[config.mk]
export PLATFORM = sky130hd
export DESIGN_NAME = bram_port_arbiter
export DESIGN_NICKNAME = d
export VERILOG_FILES = /design/src/rtl/bram_port_arbiter.sv
export SDC_FILE = /design/constraint.sdc
export NUM_CORES = 1
export LEC_CHECK = 0
export ABC_AREA = 0
export ABC_CLOCK_PERIOD_IN_PS = 3200
export BUFFER_PORTS_ARGS = -buffer_cell sky130_fd_sc_hd__buf_2
export CORE_AREA = 5 5 644 646
export DETAILED_ROUTE_END_ITERATION = 12
export DIE_AREA = 0 0 649 651
export GPL_TIMING_DRIVEN = 0
export SYNTH_ARGS = -nofsm -noshare
export SYNTH_HDL_FRONTEND = slang
export SYNTH_SLANG_ARGS = --single-unit
[constraint.sdc]
create_clock -name i_clk -period 3.2 [get_ports i_clk]
set_input_delay 0.64 -clock i_clk [delete_from_list [all_inputs] [get_ports i_clk]]
set_output_delay 0.64 -clock i_clk [all_outputs]
set_load 0.05 [all_outputs]
[src/rtl/bram_port_arbiter.sv]
// Round-robin sequencer sharing one 512-bit BRAM port between a line reader,
// a 32-bit lane reader and a 32-bit lane-masked writer, one transaction at a time.
module bram_port_arbiter #(
  parameter int RD_LAT = 2,
  parameter int ADDR_W = 13
) (
  input  logic              i_clk,
  input  logic              i_rstn,
  input  logic              i_rd512_addr_ready,
  input  logic [ADDR_W-5:0] i_rd512_addr,
  output logic              o_rd512_data_valid,
  output logic [511:0]      o_rd512_data,
  input  logic              i_rd32_addr_ready,
  input  logic [ADDR_W-1:0] i_rd32_addr,
  output logic              o_rd32_data_valid,
  output logic [31:0]       o_rd32_data,
  input  logic              i_wr32_trig,
  input  logic [ADDR_W-1:0] i_wr32_addr,
  input  logic [31:0]       i_wr32_data,
  output logic              o_wr32_ack,
  output logic              o_bram_en,
  output logic [15:0]       o_bram_we,
  output logic [ADDR_W-5:0] o_bram_addr,
  output logic [511:0]      o_bram_wdata,
  input  logic [511:0]      i_bram_rdata,
  output logic              o_busy
);

  localparam int CNT_W = (RD_LAT > 1) ? $clog2(RD_LAT) : 1;
  localparam logic [1:0] G_RD512 = 2'd0;
  localparam logic [1:0] G_RD32  = 2'd1;
  localparam logic [1:0] G_WR32  = 2'd2;

  typedef enum logic [1:0] {IDLE, ISSUE, WAIT, RESP} state_t;

  state_t           state;
  logic [1:0]       rr_ptr;
  logic [1:0]       gnt;
  logic [1:0]       pick;
  logic [2:0]       req;
  logic [CNT_W-1:0] lat_cnt;
  logic [3:0]       lane_p0;

  // First requester found scanning upward (mod 3) from the pointer.
  function automatic logic [1:0] rr_pick(input logic [2:0] r, input logic [1:0] p);
    logic [1:0] sel;
    logic       found;
    int         idx;
    sel   = p;
    found = 1'b0;
    for (int i = 0; i < 3; i++) begin
      idx = (int'(p) + i) % 3;
      if (!found && r[idx]) begin
        sel   = 2'(idx);
        found = 1'b1;
      end
    end
    return sel;
  endfunction

  assign req  = {i_wr32_trig, i_rd32_addr_ready, i_rd512_addr_ready};
  assign pick = rr_pick(req, rr_ptr);

  always_ff @(posedge i_clk or negedge i_rstn) begin
    if (!i_rstn) begin
      state              <= IDLE;
      rr_ptr             <= G_RD512;
      gnt                <= G_RD512;
      lat_cnt            <= '0;
      o_rd512_data_valid <= 1'b0;
      o_rd512_data       <= '0;
      o_rd32_data_valid  <= 1'b0;
      o_rd32_data        <= '0;
      o_wr32_ack         <= 1'b0;
      o_bram_en          <= 1'b0;
      o_bram_we          <= '0;
      o_bram_addr        <= '0;
      o_bram_wdata       <= '0;
      o_busy             <= 1'b0;
    end else begin
      o_rd512_data_valid <= 1'b0;
      o_rd32_data_valid  <= 1'b0;
      o_wr32_ack         <= 1'b0;
      o_bram_en          <= 1'b0;
      o_bram_we          <= '0;
      case (state)
        // IDLE -> ISSUE: grant, latch request fields straight into the port registers
        IDLE: begin
          if (|req) begin
            gnt       <= pick;
            rr_ptr    <= (pick == G_WR32) ? G_RD512 : pick + 2'd1;
            state     <= ISSUE;
            o_busy    <= 1'b1;
            o_bram_en <= 1'b1;
            case (pick)
              G_RD512: o_bram_addr <= i_rd512_addr;
              G_RD32:  o_bram_addr <= i_rd32_addr[ADDR_W-1:4];
              default: begin
                o_bram_addr  <= i_wr32_addr[ADDR_W-1:4];
                o_bram_we    <= 16'h0001 << i_wr32_addr[3:0];
                o_bram_wdata <= {16{i_wr32_data}};
              end
            endcase
          end
        end
        // ISSUE -> WAIT (read) or RESP (write, already committed at this edge)
        ISSUE: begin
          if (gnt == G_WR32) begin
            state      <= RESP;
            o_wr32_ack <= 1'b1;
          end else begin
            state   <= WAIT;
            lat_cnt <= CNT_W'(RD_LAT - 1);
          end
        end
        // WAIT -> RESP: read data lands when the latency counter expires
        WAIT: begin
          if (lat_cnt == '0) begin
            state <= RESP;
            if (gnt == G_RD512) begin
              o_rd512_data       <= i_bram_rdata;
              o_rd512_data_valid <= 1'b1;
            end else begin
              o_rd32_data        <= i_bram_rdata[{lane_p0, 5'b0} +: 32];
              o_rd32_data_valid  <= 1'b1;
            end
          end else begin
            lat_cnt <= lat_cnt - 1'b1;
          end
        end
        // RESP -> IDLE: response pulse is live during this cycle
        RESP: begin
          state  <= IDLE;
          o_busy <= 1'b0;
        end
        default: begin
          state  <= IDLE;
          o_busy <= 1'b0;
        end
      endcase
    end
  end

  // Lane is only consumed by an rd32 grant, so it is captured every IDLE cycle.
  always_ff @(posedge i_clk) begin
    if (state == IDLE) lane_p0 <= i_rd32_addr[3:0];
  end

endmodule

==> impl_results.html <==
<table>
<tr><th>Metric</th><th>Value</th></tr>
<tr><th colspan="2">Worst setup path</th></tr>
<tr><td>Critical Path Stages</td><td>6</td></tr>
<tr><td>Source of the critical timing path</td><td>lane_p0[1]</td></tr>
<tr><td>Combined buffer and inverter count along the critical path</td><td>3</td></tr>
<tr><td>Critical Path Source Type</td><td>register</td></tr>
<tr><td>Crit path top cell by count</td><td>mux4_2</td></tr>
<tr><td>Depth of the worst register-to-register path</td><td>6</td></tr>
<tr><td>Largest delay share family, worst path</td><td>buffers and inverters</td></tr>
<tr><td>WP data arrival</td><td>3.90 ns</td></tr>
<tr><td>Largest stage delay on the critical path</td><td>0.80 ns</td></tr>
<tr><td>Reg-to-reg startpoint</td><td>lane_p0[1]</td></tr>
<tr><td>Critical-path top delay cell</td><td>clkbuf_1</td></tr>
<tr><td>Type of the worst setup path</td><td>reg2reg</td></tr>
<tr><td>Cells traversed along the worst timing path</td><td>clkbuf_2 -&gt; buf_12 -&gt; clkbuf_1 -&gt; mux4_2 -&gt; mux4_2 -&gt; mux2_2</td></tr>
<tr><td>CP required</td><td>3.93 ns</td></tr>
<tr><td>Nature of the critical path endpoint</td><td>register</td></tr>
<tr><td>Critical-path maximum fanout</td><td>10</td></tr>
<tr><th colspan="2">Synth</th></tr>
<tr><td>Async S/R FF share, synth</td><td>99.4%</td></tr>
<tr><td>Main synth FF type</td><td>dfrtp_1</td></tr>
<tr><td>Yosys warning count</td><td>0</td></tr>
<tr><td>Number of storage elements in the synthesis netlist</td><td>617</td></tr>
<tr><td>Mapped Nets</td><td>2668</td></tr>
<tr><td>Sequential share of the synthesized area</td><td>50.6%</td></tr>
<tr><td>Number of flops mapped to enable cells by yosys</td><td>4</td></tr>
<tr><td>Most frequent cell after synthesis</td><td>dfrtp_1</td></tr>
<tr><td>Cell area after synthesis</td><td>0.0306 sq mm</td></tr>
<tr><td>Cell accounting for the most synthesized area</td><td>dfrtp_1</td></tr>
<tr><td>Post-synthesis cell type count</td><td>38</td></tr>
<tr><td>Post-synth top cells</td><td>dfrtp_1, mux2_2, buf_4</td></tr>
<tr><td>Share of Yosys cell area claimed by the top area cell type</td><td>50.2%</td></tr>
<tr><td>Number of standard cells after synthesis</td><td>2076</td></tr>
<tr><td>Synthesized area per cell</td><td>14.7 sq um</td></tr>
<tr><td>Biggest area contributors in the synthesized netlist</td><td>dfrtp_1, mux2_2, buf_4, mux4_2, buf_2</td></tr>
<tr><th colspan="2">Die</th></tr>
<tr><td>Effective utilization at floorplan</td><td>7.48%</td></tr>
<tr><td>DIE WIDTH</td><td>649 microns</td></tr>
<tr><td>Rows</td><td>235</td></tr>
<tr><td>Std-Cell Core Area</td><td>0.408 sq mm</td></tr>
<tr><td>Chip height</td><td>651 microns</td></tr>
<tr><td>Die area</td><td>0.422 sq mm</td></tr>
<tr><td>I/O pins</td><td>1670</td></tr>
<tr><th colspan="2">Global route</th></tr>
<tr><td>Highest-utilization routing layer at the global route stage</td><td>met2</td></tr>
<tr><td>Met1 Use GR</td><td>15.3%</td></tr>
<tr><td>Largest net degree at the start of global routing</td><td>111</td></tr>
<tr><td>Antenna violations before repair</td><td>157</td></tr>
<tr><td>GRT Residual Overflow</td><td>0</td></tr>
<tr><td>GR Util met3</td><td>8.61%</td></tr>
<tr><td>Combined global-route utilization of all metal layers</td><td>14.4%</td></tr>
<tr><td>Vias in the first global route</td><td>28000</td></tr>
<tr><td>Global-route wire length before repair</td><td>379000 microns</td></tr>
<tr><td>GR Layer Usage met2</td><td>23.7%</td></tr>
<tr><th colspan="2">Run</th></tr>
<tr><td>Max-cap check violation count</td><td>0</td></tr>
<tr><th colspan="2">Detailed routing</th></tr>
<tr><td>Drt pass-1 iters</td><td>5</td></tr>
<tr><td>Number of design rule violations left after detail routing</td><td>0</td></tr>
<tr><td>Total number of vias</td><td>28100</td></tr>
<tr><td>Residual antenna-violating net count after detailed routing</td><td>0</td></tr>
<tr><td>Starting DRC count in detailed routing</td><td>2408</td></tr>
<tr><td>Post-detailed-routing wire length</td><td>317000 microns</td></tr>
<tr><td>Routed wirelength normalized by instance count</td><td>32.7 microns</td></tr>
<tr><td>Vias per Instance</td><td>2.90</td></tr>
<tr><th colspan="2">Timing</th></tr>
<tr><td>Final Setup Violations</td><td>0</td></tr>
<tr><td>Top achievable clock speed</td><td>315 MHz</td></tr>
<tr><td>Count of final hold-check violations</td><td>0</td></tr>
<tr><td>Relative max-transition margin</td><td>28.3%</td></tr>
<tr><td>Final setup skew</td><td>0.114 ns</td></tr>
<tr><td>Slack of the critical path</td><td>0.0285 ns</td></tr>
<tr><td>Final critical delay including setup and external delays</td><td>3.17 ns</td></tr>
<tr><td>Number of pins exceeding their max-slew limit in the final report</td><td>0</td></tr>
<tr><td>Post-route fraction of the period consumed by the critical path</td><td>99.1%</td></tr>
<tr><td>Transition at the pin with the smallest max-transition slack</td><td>1.08 ns</td></tr>
<tr><td>Unrepaired setup endpoints after global routing</td><td>false</td></tr>
<tr><th colspan="2">Run status</th></tr>
<tr><td>Run status</td><td>finished, final reports clean</td></tr>
<tr><th colspan="2">Finish</th></tr>
<tr><td>Synth-to-layout area growth</td><td>69.5%</td></tr>
<tr><td>Share of final-layout standard cells stronger than drive strength 1</td><td>76.3%</td></tr>
<tr><td>Total Nets Final</td><td>4671</td></tr>
<tr><td># fillers</td><td>46400</td></tr>
<tr><th colspan="2">Place</th></tr>
<tr><td>Count of input and output buffers</td><td>1669</td></tr>
<tr><td>Setup Slack @ Placement</td><td>-1.21 ns</td></tr>
<tr><td>RD Place Congestion</td><td>0.935</td></tr>
<tr><td>Detailed-placement wirelength estimate</td><td>280000 microns</td></tr>
<tr><th colspan="2">Clock tree</th></tr>
<tr><td>Level count of the clock H-tree</td><td>3</td></tr>
<tr><td>Worst-skew pair later-pin latency</td><td>0.86 ns</td></tr>
<tr><td>Clock Tree Buf Depth</td><td>4</td></tr>
<tr><td>Clock Sink Count</td><td>617</td></tr>
<tr><td>Number of buffers inserted by post-CTS setup repair</td><td>0</td></tr>
<tr><td>Number of clock buffers inserted by TritonCTS</td><td>95</td></tr>
<tr><td>Clock transition at the registers of the reported paths</td><td>0.07 ns</td></tr>
<tr><td>Cell at the root of the clock tree</td><td>clkbuf_16</td></tr>
<tr><td>TritonCTS clock tree</td><td>yes</td></tr>
<tr><th colspan="2">Worst hold path</th></tr>
<tr><td>Min-delay worst type</td><td>in2reg</td></tr>
<tr><td>Hold path startpoint</td><td>i_bram_rdata[254]</td></tr>
<tr><td>WHS Path Cells</td><td>2</td></tr>
</table>
## cell families (layout without fill, tap and decap cells)
group	count (synthesis)	after routing	share of synthesized area (%)
compound gates	47	47	1.17
fa+ha+maj	8	8	0.328
buf+inv	596	2673	13.6
flops	617	617	50.6
mux	741	741	33.2
other cells	0	72	0
simple gates	67	67	1.09
## worst paths after layout
| path | endpoint | slack (ns) |
|---|---|---|
| worst min register to register | o_rd512_data[102] | 0.50 |
| worst max register to register | o_rd32_data[21] | 0.03 |
| worst max-delay path | o_rd32_data[21] | 0.03 |
| min in group asynchronous | o_rd512_data[423] | 0.40 |
| max in group asynchronous | o_rd512_data[348] | 0.65 |
| worst min-delay path | o_rd512_data[254] | 0.1 |
## sequential cells by signal, summed over array words and instances, names as in the netlist
| register | cells |
|---|---|
| rr_ptr | 2 |
| lat_cnt | 1 |
| gnt | 2 |
| o_busy | 1 |
| o_wr32_ack | 1 |
| o_bram_we | 16 |
| lane_p0 | 4 |
| o_rd512_data_valid | 1 |
| o_bram_en | 1 |
| o_bram_wdata | 32 |
| state | 2 |
| o_rd32_data | 32 |
| o_rd512_data | 512 |
| o_rd32_data_valid | 1 |
| o_bram_addr | 9 |
## per-layer routing
layer | part of all wire, % | wire, microns
met5 | 0.12 | 367
met3 | 14 | 45700
met2 | 47 | 148000
met4 | 3.5 | 11000
met1 | 35 | 111000
## layout by cell type, fill, tap and decap left out, types with 7 or more instances in the layout
cell / n
clkinv_2: 18
buf_6: 10
mux2_2: 577
buf_16: 9
clkbuf_4: 7
nand2_1: 26
diode_2: 72
buf_12: 8
mux4_2: 160
ha_1: 8
clkbuf_16: 96
clkbuf_2: 15
dlygate4sd3_1: 219
dfrtp_1: 607
buf_2: 1706
nor2_1: 7
o21ai_0: 15
clkbuf_8: 18
a221o_1: 9
inv_1: 10
nand2b_1: 9
clkbuf_1: 26
buf_4: 501
o21a_1: 10
clkinvlp_4: 8
nor3_1: 11
## through the flow
step	util (%)	cell area (sq um)	TNS, ns	cells	hold WS [ns]
5_1_grt	12.7	51700	0	9639	0.0312
3_3_place_gp	11.2	45700	-9672.15	9196	0.485
2_1_floorplan	-	30600	0	2076	0.344
4_1_cts	12.6	51600	0	9604	0.0000518
6_report	12.7	51800	0	9676	0.0993
3_5_place_dp	11.3	46200	-326.25	9215	0.489
## layout make-up
cell class	instances	area [sq um]	area share [%]
Antenna cell	72	180	0.348
Inverter	10	37.5	0.0724
Tap cell	5451	6820	13.2
Clock buffer	128	2680	5.18
Buffer	585	4280	8.26
Timing Repair Buffer	1907	11000	21.2
Sequential cell	617	15500	29.8
Clock inverter	43	424	0.819
Multi-Input combinational cell	863	10900	21.1
## what timing repair did
action	in CTS	in global routing
gates cloned	0	0
setup endpoints to repair	590	3
gates resized for setup	50	1
endpoints found under the hold margin	271	0
hold buffers	219	0
Power is left out: the tool's default activity adds up to more than one toggle a clock period on the data nets, which glitch-free logic cannot reach.
